`src/rtl/fetch_pkg.sv`:
```
// rtl/fetch_pkg.sv - shared fetch/decode constants, field positions and FSM state encoding
package fetch_pkg;

    localparam int INSTR_W    = 32;
    localparam int OPCODE_MSB = 31;
    localparam int OPCODE_LSB = 26;
    localparam int IMM_MSB    = 15;
    localparam int IMM_LSB    = 0;
    localparam int TARGET_MSB = 25;
    localparam int TARGET_LSB = 0;

    localparam logic [5:0] OP_RTYPE = 6'b000000;
    localparam logic [5:0] OP_LW    = 6'b100011;
    localparam logic [5:0] OP_SW    = 6'b101011;
    localparam logic [5:0] OP_BEQ   = 6'b000100;
    localparam logic [5:0] OP_J     = 6'b000010;

    typedef enum logic [1:0] {
        ST_FETCH = 2'b00,
        ST_WAIT  = 2'b01,
        ST_ISSUE = 2'b10
    } fetch_state_e;

    // Word-aligned, sign-extended branch displacement.
    function automatic logic [31:0] branch_offset(input logic [INSTR_W-1:0] ir);
        return {{14{ir[IMM_MSB]}}, ir[IMM_MSB:IMM_LSB], 2'b00};
    endfunction

endpackage

```
`src/rtl/next_pc_calc.sv`:
```
// rtl/next_pc_calc.sv - combinational next-PC selection (jump > taken branch > sequential)
module next_pc_calc
    import fetch_pkg::*;
(
    input  logic [31:0]        pc_plus4,
    input  logic [INSTR_W-1:0] instr,
    input  logic               Branch,
    input  logic               Jump,
    input  logic               alu_zero,
    output logic [31:0]        next_pc
);

    logic [5:0] unused_opcode;

    assign unused_opcode = instr[OPCODE_MSB:OPCODE_LSB];

    always_comb begin
        next_pc = pc_plus4;
        if (Jump) begin
            next_pc = {pc_plus4[31:28], instr[TARGET_MSB:TARGET_LSB], 2'b00};
        end else if (Branch && alu_zero) begin
            next_pc = pc_plus4 + branch_offset(instr);
        end
    end

endmodule

```
`src/rtl/instr_fetch_unit.sv`:
```
// rtl/instr_fetch_unit.sv - FETCH/WAIT/ISSUE sequencer holding the IR until the datapath releases it
module instr_fetch_unit
    import fetch_pkg::*;
#(
    parameter logic [31:0] RESET_PC = 32'h0000_0000,
    parameter int          TIMEOUT  = 16
) (
    input  logic               clk,
    input  logic               reset,
    output logic               imem_req,
    output logic [31:0]        imem_addr,
    input  logic               imem_rvalid,
    input  logic [INSTR_W-1:0] imem_rdata,
    input  logic               stall,
    input  logic               Branch,
    input  logic               Jump,
    input  logic               alu_zero,
    output logic               instr_valid,
    output logic [INSTR_W-1:0] instr,
    output logic [5:0]         opcode,
    output logic [31:0]        pc,
    output logic [31:0]        pc_plus4,
    output logic               fetch_err
);

    localparam logic [7:0] WAIT_LAST = 8'(TIMEOUT - 1);

    logic [1:0]  state;
    logic [7:0]  wait_cnt;
    logic [31:0] next_pc;

    // Strobes are masked while reset is held so the bus stays quiet during reset.
    assign imem_req    = (state == ST_FETCH) && !reset;
    assign instr_valid = (state == ST_ISSUE) && !reset;
    assign imem_addr   = pc;
    assign pc_plus4    = pc + 32'd4;
    assign opcode      = instr[OPCODE_MSB:OPCODE_LSB];

    next_pc_calc u_next_pc_calc (
        .pc_plus4 (pc_plus4),
        .instr    (instr),
        .Branch   (Branch),
        .Jump     (Jump),
        .alu_zero (alu_zero),
        .next_pc  (next_pc)
    );

    always_ff @(posedge clk) begin
        if (reset) begin
            state     <= ST_FETCH;
            pc        <= RESET_PC;
            instr     <= '0;
            fetch_err <= 1'b0;
            wait_cnt  <= '0;
        end else begin
            // A response arriving when nothing is outstanding is dropped and flagged.
            if (imem_rvalid && (state != ST_WAIT)) begin
                fetch_err <= 1'b1;
            end
            case (state)
                ST_FETCH: begin
                    state    <= ST_WAIT;
                    wait_cnt <= '0;
                end
                ST_WAIT: begin
                    if (imem_rvalid) begin
                        instr <= imem_rdata;
                        state <= ST_ISSUE;
                    end else if (wait_cnt == WAIT_LAST) begin
                        fetch_err <= 1'b1;
                        state     <= ST_FETCH;
                    end else begin
                        wait_cnt <= wait_cnt + 8'd1;
                    end
                end
                ST_ISSUE: begin
                    if (!stall) begin
                        pc    <= next_pc;
                        state <= ST_FETCH;
                    end
                end
                default: begin
                    state <= ST_FETCH;
                end
            endcase
        end
    end

endmodule
```
`config.mk`:
```
export PLATFORM = sky130hd
export DESIGN_NAME = instr_fetch_unit
export DESIGN_NICKNAME = d
export VERILOG_FILES = /design/src/rtl/fetch_pkg.sv /design/src/rtl/next_pc_calc.sv /design/src/rtl/instr_fetch_unit.sv
export SDC_FILE = /design/constraint.sdc
export NUM_CORES = 1
export LEC_CHECK = 0
export CORE_MARGIN = 4
export CORE_UTILIZATION = 51
export DETAILED_ROUTE_END_ITERATION = 10
export PLACE_DENSITY = 0.91
export SETUP_SLACK_MARGIN = 0.1
export SLEW_MARGIN = 20
export SYNTH_ARGS = -nofsm -noshare
export SYNTH_HDL_FRONTEND = slang
export SYNTH_SLANG_ARGS = --single-unit
```
`constraint.sdc`:
```
create_clock -name clk -period 7.24 [get_ports clk]
set_input_delay 1.448 -clock clk [delete_from_list [all_inputs] [get_ports clk]]
set_output_delay 1.448 -clock clk [all_outputs]
set_load 0.03 [all_outputs]
```
==> metrics.txt, run 1 <==
# TYPE chip_impl_metric gauge
chip_impl_info{name="outcome",value="completed"} 1
chip_impl_info{name="setup.worst_path.end_class",value="output port"} 1
chip_impl_metric{name="wire_per_inst",unit="um"} 17.3
chip_impl_info{name="cts_root_buffer_type",value="clkbuf_8"} 1
chip_impl_metric{name="synth.ff_latch_count",unit=""} 73
chip_impl_metric{name="nFillCells",unit=""} 907
chip_impl_metric{name="pre_cts_setup_slack",unit="ns"} 2.69
chip_impl_metric{name="tightestPinTransition",unit="ns"} 0.871
chip_impl_metric{name="synth-seq-area-share",unit="%"} 25.6
chip_impl_metric{name="worst_clock_skew",unit="ns"} 0.0175
chip_impl_metric{name="grt-ovfl-total",unit=""} 0
chip_impl_info{name="path_delay_family",value="simple AND/OR/NAND/NOR gates"} 1
chip_impl_metric{name="grt_max_degree",unit=""} 63
chip_impl_metric{name="synth.yosys.warnings",unit=""} 0
chip_impl_metric{name="critical-path-max-stage-delay",unit="ns"} 0.71
chip_impl_metric{name="smallest_hold_slack",unit="ns"} 0.457
chip_impl_info{name="critical_path.endpoint",value="pc_plus4[28]"} 1
chip_impl_metric{name="worst_slack",unit="ns"} 2.22
chip_impl_metric{name="placeableCoreArea",unit="sq um"} 10900
chip_impl_metric{name="reg2reg_setup_slack",unit="ns"} 2.78
chip_impl_info{name="cts_tree",value="built"} 1
chip_impl_metric{name="ios",unit=""} 176
chip_impl_metric{name="post-route-period-util",unit="%"} 69.4
chip_impl_metric{name="wl",unit="um"} 17800
chip_impl_info{name="r2r_end",value="imem_addr[31]"} 1
chip_impl_metric{name="data_arrival_time_of_the_worst_path",unit="ns"} 3.57
chip_impl_metric{name="detail_route.iter0.violations",unit=""} 543
chip_impl_metric{name="crit_buf_inv",unit=""} 1
chip_impl_metric{name="count_of_port_buffers_added_during_placement",unit=""} 169
chip_impl_metric{name="clk_pin_slew_worst_paths",unit="ns"} 0.09
chip_impl_metric{name="clock_tree.buffer_depth",unit=""} 2
chip_impl_metric{name="finalWorstPathRequiredPeriod",unit="ns"} 5.02
chip_impl_metric{name="share_of_post_route_cells_with_drive_strength_above_1",unit="%"} 4.38
chip_impl_metric{name="grt_antenna_before_repair",unit=""} 0
chip_impl_metric{name="design.final.nets",unit=""} 963
chip_impl_metric{name="timing.fmax",unit="MHz"} 199
chip_impl_metric{name="asyncSetResetFlopFracSynth",unit="%"} 0
chip_impl_metric{name="ant_nets",unit=""} 0
chip_impl_metric{name="global_route_wire_length_before_repair",unit="um"} 28400
chip_impl_metric{name="routed-via-count",unit=""} 6089
chip_impl_metric{name="num_antenna_cells",unit=""} 0
chip_impl_metric{name="hold_buffers",unit=""} 0
chip_impl_metric{name="route.detailed.vias_per_inst",unit=""} 5.91
chip_impl_metric{name="starting_density_of_the_core",unit="%"} 52.3
chip_impl_metric{name="fp.dieArea",unit="sq um"} 12900
chip_impl_info{name="critical_path_s_slowest_cell",value="clkdlybuf4s50_1"} 1
chip_impl_metric{name="slew_headroom",unit="%"} 41.9
chip_impl_info{name="worstHoldPathType",value="flip-flop to flip-flop"} 1
chip_impl_info{name="timing.critical_path.from_type",value="flip-flop"} 1
chip_impl_info{name="grt_setup_unrepaired",value="false"} 1
chip_impl_metric{name="synth-edff-count",unit=""} 0
chip_impl_metric{name="irDropWorstVdd",unit="V"} 0.000133
chip_impl_metric{name="timing.final.hold_violations",unit=""} 0
chip_impl_metric{name="num_rows",unit=""} 38
chip_impl_metric{name="areaGrowthSynthToFinish",unit="%"} 29.0
chip_impl_metric{name="report.final.slew_viol_count",unit=""} 0
chip_impl_metric{name="power.density",unit="nW/um^2"} 125
chip_impl_metric{name="final_core_utilization",unit="%"} 67.5
chip_impl_info{name="critical_path_class",value="flip-flop to output port"} 1
chip_impl_metric{name="cts.sink_count",unit=""} 73
chip_impl_info{name="cp_common_cell",value="nand4_1"} 1
chip_impl_metric{name="power_leakage",unit="nW"} 2.87
chip_impl_info{name="worst_r2r_startpoint",value="imem_addr[2]"} 1
chip_impl_metric{name="timing.max_cap.violations",unit=""} 0
chip_impl_metric{name="die_y",unit="um"} 114
chip_impl_metric{name="place.gp.congestion",unit=""} 1.03
chip_impl_metric{name="post_synth_instance_area",unit="sq um"} 5700
chip_impl_metric{name="worst-endpoint-required",unit="ns"} 5.79
chip_impl_metric{name="critPathMaxFanout",unit=""} 7
chip_impl_metric{name="number_of_gates_resized_after_cts",unit=""} 0
chip_impl_metric{name="cts_setup_buffers",unit=""} 0
chip_impl_metric{name="gr-usage-all-layers",unit="%"} 27.0
chip_impl_metric{name="yosysUniqueCellTypes",unit=""} 65
chip_impl_metric{name="setup_total_negative_slack",unit="ns"} 0
chip_impl_info{name="startpoint",value="imem_addr[2]"} 1
chip_impl_metric{name="critical_path_depth",unit=""} 7
chip_impl_metric{name="postSynthCellCount",unit=""} 775
chip_impl_metric{name="grt_pass1_vias",unit=""} 5604
chip_impl_info{name="critical_path.cell_chain",value="ha_1, nand4_1, nor3_1, nand4_1, or2_2, xnor2_1, clkdlybuf4s50_1"} 1
chip_impl_info{name="ys.flop_type",value="dfxtp_1"} 1
chip_impl_metric{name="cts-buffers-inserted",unit=""} 9
chip_impl_metric{name="dpl.hpwl",unit="um"} 13500
chip_impl_metric{name="cts_htree_levels",unit=""} 3
chip_impl_metric{name="insertion_delay",unit="ns"} 0.36
chip_impl_metric{name="route.detailed.drc",unit=""} 0
chip_impl_metric{name="die-width",unit="um"} 114
chip_impl_metric{name="setup_viol",unit=""} 0
chip_impl_metric{name="drt_pre_antenna_iters",unit=""} 5
chip_impl_metric{name="post_synth.cell_area_avg",unit="sq um"} 7.35
chip_impl_metric{name="worstRegToRegCells",unit=""} 14
[cell usage after synthesis, types with 2 or more instances]
| library cell | number | area [sq um] |
|---|---|---|
| nand2_1 | 129 | 484 |
| o211ai_1 | 13 | 97.6 |
| nand4_1 | 15 | 93.8 |
| a2111oi_0 | 2 | 17.5 |
| a21o_1 | 18 | 135 |
| a221oi_1 | 4 | 35.0 |
| o31ai_1 | 6 | 45.0 |
| dfxtp_1 | 73 | 1460 |
| o21bai_1 | 4 | 30.0 |
| or2_2 | 2 | 12.5 |
| nor3_1 | 12 | 60.1 |
| nor3b_1 | 2 | 15.0 |
| xor2_1 | 28 | 245 |
| o22ai_1 | 4 | 25.0 |
| and3_1 | 5 | 31.3 |
| or3_1 | 2 | 12.5 |
| a21oi_1 | 91 | 455 |
| nor2b_1 | 3 | 18.8 |
| ha_1 | 37 | 463 |
| and4_1 | 4 | 35.0 |
| nor2_1 | 65 | 244 |
| nand2b_1 | 10 | 62.6 |
| and2_1 | 4 | 25.0 |
| buf_4 | 42 | 315 |
| clkbuf_1 | 31 | 116 |
| inv_1 | 13 | 48.8 |
| nand3_1 | 28 | 140 |
| a21boi_0 | 4 | 30.0 |
| a31oi_1 | 4 | 25.0 |
| xnor2_1 | 29 | 254 |
| a211oi_1 | 12 | 90.1 |
| o21a_1 | 3 | 22.5 |
| buf_1 | 4 | 15.0 |
| o211a_1 | 2 | 20.0 |
| nor4_1 | 3 | 18.8 |
| o21ai_0 | 38 | 190 |
[logic make-up (layout without fill, tap and decap cells)]
kind of cell / count (synthesis) / in the layout / share of synthesized area [%]
AND/OR/NAND/NOR: 295 / 295 / 24.0
adder cells (fa/ha/maj): 38 / 38 / 8.47
flip-flops: 73 / 73 / 25.6
other: 1 / 6 / 0.0658
XOR/XNOR: 58 / 58 / 9.05
buffers and inverters: 91 / 202 / 8.78
AO/OA/AOI/OAI: 217 / 217 / 23.6
multiplexers: 2 / 2 / 0.373
[sequential cells by signal, summed over array words and instances (netlist names)]
signal / count
fetch_err: 1
instr: 32
state: 2
wait_cnt: 8
imem_addr: 30
[layout by cell type (no fill, tap or decap), types with 5 or more instances in the layout]
cell,n
a211oi_1,12
xor2_1,28
nand2b_1,10
o31ai_1,6
conb_1,6
a21o_1,18
o211ai_1,13
ha_1,37
dfxtp_1,73
and3_1,5
a21oi_1,91
clkbuf_8,9
o21ai_0,38
nand4_1,15
clkdlybuf4s50_1,168
nor3_1,12
nor2_1,65
nand3_1,28
nand2_1,128
xnor2_1,29
inv_1,13
[layer usage]
layer  track usage [%]  vias up  part of all wire, %
met5                 0        -                    0
met4              8.01        0                  2.1
met3              5.57       37                  9.8
met2              42.7      317                   46
met1              37.1     2820                   42
li1                  -     2915                    -
[tightest hold or removal path, stage by stage (launching register included)]
cell and delay, ns:
dfxtp_1 0.31, nand2_1 0.05, a21oi_1 0.05
[where the power goes]
part	total, W	switching (W)	internal, W
clock network	0.000304	0.000174	0.000130
registers	0.000429	0.0000163	0.000413
logic	0.000188	0.000114	0.0000744
[through the flow]
stage	std cells	total power, W	area, sq um
2_1_floorplan	780	0.000554	5720
3_3_place_gp	1015	0.000622	7160
3_5_place_dp	1015	0.000624	7160
4_1_cts	1031	0.000923	7350
5_1_grt	1031	0.000957	7350
6_report	1031	0.000922	7350
[how the worst min path moves through the flow]
stage	depth (start not counted)	endpoint	startpoint	slack (ns)
6_report	2	instr[15]	instr[15]	0.46
5_1_grt	2	instr[15]	instr[15]	0.48
2_1_floorplan	2	wait_cnt[7]	wait_cnt[7]	0.48
3_3_place_gp	2	instr[15]	instr[15]	0.44
4_1_cts	2	instr[15]	instr[15]	0.46
3_5_place_dp	2	instr[15]	instr[15]	0.45
[final cells by class]
| type | instances | area [sq um] | area share, % |
|---|---|---|---|
| multi-input combinational | 616 | 3760 | 51.2 |
| timing repair buffer | 173 | 1720 | 23.3 |
| sequential | 73 | 1460 | 19.9 |
| tap | 140 | 175 | 2.38 |
| clock buffer | 9 | 124 | 1.68 |
| clock inverter | 7 | 61.3 | 0.834 |
| inverter | 13 | 48.8 | 0.664 |
(Power assumes the default switching activity.)
==> run 2: changes to the inputs <==
--- a/config.mk
+++ b/config.mk
@@ -6,9 +6,9 @@
 export NUM_CORES = 1
 export LEC_CHECK = 0
 export CORE_MARGIN = 4
-export CORE_UTILIZATION = 51
+export CORE_UTILIZATION = 48
 export DETAILED_ROUTE_END_ITERATION = 10
-export PLACE_DENSITY = 0.91
+export PLACE_DENSITY = 0.87
 export SETUP_SLACK_MARGIN = 0.1
 export SLEW_MARGIN = 20
 export SYNTH_ARGS = -nofsm -noshare
==> constraint.sdc (replaced) <==
create_clock -name clk -period 4.9 [get_ports clk]
set_input_delay 0.98 -clock clk [delete_from_list [all_inputs] [get_ports clk]]
set_output_delay 0.98 -clock clk [all_outputs]
set_load 0.03 [all_outputs]
==> metrics.txt, run 2 (synthesis results as in run 1) <==
# TYPE chip_impl_metric gauge
chip_impl_metric{name="gr-usage-all-layers",unit="%"} 27.4
chip_impl_metric{name="crit_buf_inv",unit=""} 1
chip_impl_metric{name="critPathMaxFanout",unit=""} 8
chip_impl_metric{name="critical-path-max-stage-delay",unit="ns"} 0.71
chip_impl_metric{name="drt_pre_antenna_iters",unit=""} 5
chip_impl_metric{name="count_of_port_buffers_added_during_placement",unit=""} 169
chip_impl_metric{name="die_y",unit="um"} 117
chip_impl_metric{name="post-route-period-util",unit="%"} 85.7
chip_impl_info{name="setup.worst_path.end_class",value="output port"} 1
chip_impl_metric{name="dp.cells",unit=""} 1024
chip_impl_metric{name="num_rows",unit=""} 39
chip_impl_metric{name="proportion_of_power_drawn_by_the_clock_network",unit="%"} 42.6
chip_impl_metric{name="timing.final.hold_violations",unit=""} 0
chip_impl_metric{name="finalNonFillerCells",unit=""} 1040
chip_impl_metric{name="final_core_utilization",unit="%"} 65.2
chip_impl_metric{name="timing.fmax",unit="MHz"} 238
chip_impl_metric{name="placeableCoreArea",unit="sq um"} 11500
chip_impl_metric{name="place.gp.congestion",unit=""} 1.04
chip_impl_metric{name="ios",unit=""} 176
chip_impl_metric{name="grt_max_degree",unit=""} 35
chip_impl_metric{name="clk_pin_slew_worst_paths",unit="ns"} 0.06
chip_impl_metric{name="fp.dieArea",unit="sq um"} 13700
chip_impl_metric{name="power.net_switching",unit="W"} 0.000481
chip_impl_metric{name="route.detailed.vias_per_inst",unit=""} 5.92
chip_impl_metric{name="worst-endpoint-required",unit="ns"} 3.92
chip_impl_metric{name="die-width",unit="um"} 117
chip_impl_metric{name="setup_total_negative_slack",unit="ns"} 0
chip_impl_metric{name="data_arrival_time_of_the_worst_path",unit="ns"} 3.22
chip_impl_metric{name="insertion_delay",unit="ns"} 0.34
chip_impl_metric{name="finalWorstPathRequiredPeriod",unit="ns"} 4.20
chip_impl_info{name="critical_path.cell_chain",value="nand4_2, or4b_4, nor3b_4, nand2_2, nor3_2, xor2_1, clkdlybuf4s50_1"} 1
chip_impl_info{name="grt_setup_unrepaired",value="false"} 1
chip_impl_metric{name="grt_antenna_before_repair",unit=""} 0
chip_impl_metric{name="areaGrowthSynthToFinish",unit="%"} 31.8
chip_impl_metric{name="cts-buffers-inserted",unit=""} 9
chip_impl_metric{name="detail_route.iter0.violations",unit=""} 551
chip_impl_metric{name="grt_pass1_vias",unit=""} 5610
chip_impl_info{name="critical_path_class",value="flip-flop to output port"} 1
chip_impl_metric{name="hold_buffers",unit=""} 0
chip_impl_metric{name="tightestPinTransition",unit="ns"} 0.890
chip_impl_metric{name="worst_clock_skew",unit="ns"} 0.00916
chip_impl_metric{name="cts.sink_count",unit=""} 73
chip_impl_metric{name="power.combinational.fraction",unit="%"} 17.7
chip_impl_info{name="worstHoldPathType",value="flip-flop to flip-flop"} 1
chip_impl_info{name="critical_path_s_slowest_cell",value="clkdlybuf4s50_1"} 1
chip_impl_metric{name="nFillCells",unit=""} 977
chip_impl_metric{name="worst_slack",unit="ns"} 0.703
chip_impl_info{name="layout.cells.most_common_list",value="168 x clkdlybuf4s50_1, 128 x nand2_1, 91 x a21oi_1"} 1
chip_impl_metric{name="dpl.hpwl",unit="um"} 14400
chip_impl_metric{name="report.final.slew_viol_count",unit=""} 0
chip_impl_metric{name="share_of_post_route_cells_with_drive_strength_above_1",unit="%"} 4.91
chip_impl_info{name="cts_tree",value="built"} 1
chip_impl_info{name="timing.critical_path.from_type",value="flip-flop"} 1
chip_impl_metric{name="timing.max_cap.violations",unit=""} 0
chip_impl_metric{name="global_route_wire_length_before_repair",unit="um"} 29700
chip_impl_metric{name="route.detailed.drc",unit=""} 0
chip_impl_metric{name="grt-ovfl-total",unit=""} 0
chip_impl_metric{name="starting_density_of_the_core",unit="%"} 49.5
chip_impl_metric{name="setup_viol",unit=""} 0
chip_impl_metric{name="irDropWorstVdd",unit="V"} 0.000171
chip_impl_info{name="outcome",value="completed"} 1
chip_impl_metric{name="clock_tree.buffer_depth",unit=""} 2
chip_impl_metric{name="power.density",unit="nW/um^2"} 213
chip_impl_metric{name="largest_reg_flops",unit=""} 32
chip_impl_metric{name="wire_per_inst",unit="um"} 18.6
chip_impl_info{name="register_with_the_most_flip_flops",value="instr"} 1
chip_impl_metric{name="routed-via-count",unit=""} 6154
chip_impl_info{name="leading_cell_type_in_the_layout_fill_and_taps_excluded",value="clkdlybuf4s50_1"} 1
chip_impl_metric{name="design.final.nets",unit=""} 969
chip_impl_metric{name="wl",unit="um"} 19300
chip_impl_info{name="cts_root_buffer_type",value="clkbuf_16"} 1
chip_impl_metric{name="intPower",unit="W"} 0.00112
chip_impl_metric{name="pre_cts_setup_slack",unit="ns"} 0.948
chip_impl_metric{name="power_frac_seq",unit="%"} 39.8
chip_impl_metric{name="num_antenna_cells",unit=""} 0
chip_impl_metric{name="ant_nets",unit=""} 0
chip_impl_metric{name="slew_headroom",unit="%"} 40.6
chip_impl_info{name="path_delay_family",value="simple AND/OR/NAND/NOR gates"} 1
chip_impl_metric{name="number_of_gates_resized_after_cts",unit=""} 0
chip_impl_metric{name="power_leakage",unit="nW"} 2.95
chip_impl_metric{name="power_switching_share",unit="%"} 30.0
chip_impl_metric{name="cts_setup_buffers",unit=""} 0
chip_impl_metric{name="cts_htree_levels",unit=""} 3
## run 2: cell types whose count changed in the layout (fill, tap and decap cells not counted), sizes merged
cell	previous run	this run
buf	5	11
bufinv	0	1
clkbuf	9	10
inv	16	14
## run 2: per-layer routing
| layer | vias up | track usage [%] | share of wire, % |
|---|---|---|---|
| met5 | - | 0 | 0 |
| met1 | 2869 | 38.3 | 42 |
| li1 | 2922 | - | - |
| met3 | 37 | 4.58 | 10 |
| met4 | 0 | 8.64 | 2.2 |
| met2 | 326 | 43.1 | 46 |
## run 2: power groups by stage
stage / clock [W] / sequential, W / combinational [W]
after detailed placement: 0 / 0.000648 / 0.000278
after floorplan: 0 / 0.000671 / 0.000148
after global placement: 0 / 0.000648 / 0.000276
final: 0.000681 / 0.000636 / 0.000283
after global routing: 0.000702 / 0.000639 / 0.000302
after CTS: 0.000685 / 0.000635 / 0.000280
## run 2: worst min-delay path, stage by stage, from the launching register on
cell     delay [ns]
dfxtp_1        0.32
nand2_1        0.05
a21oi_1        0.05
## run 2: per-stage QoR
stage	power [W]	hold WS (ns)	instance area, sq um
global placement	0.000924	0.457	7210
floorplan	0.000819	0.480	5720
global route	0.00164	0.495	7510
finish	0.00160	0.473	7510
detailed placement	0.000926	0.462	7210
CTS	0.00160	0.471	7510
## run 2: final timing paths
check          startpoint             to  slack [ns]  cells after the start
min             instr[30]      instr[30]        0.47                      2
max          imem_addr[7]   pc_plus4[29]        0.70                      7
max reg2reg  imem_addr[2]  imem_addr[31]        0.86                     14
min reg2reg     instr[30]      instr[30]        0.47                      2
## run 2: final cells by class
class / count / area (sq um) / share of cell area [%]
Tap cell: 143 / 179 / 2.38
Clock buffer: 10 / 229 / 3.05
Multi-Input combinational cell: 616 / 3760 / 50.1
Inverter: 13 / 48.8 / 0.650
Clock inverter: 6 / 67.6 / 0.899
Sequential cell: 73 / 1460 / 19.5
Timing Repair Buffer: 179 / 1760 / 23.5
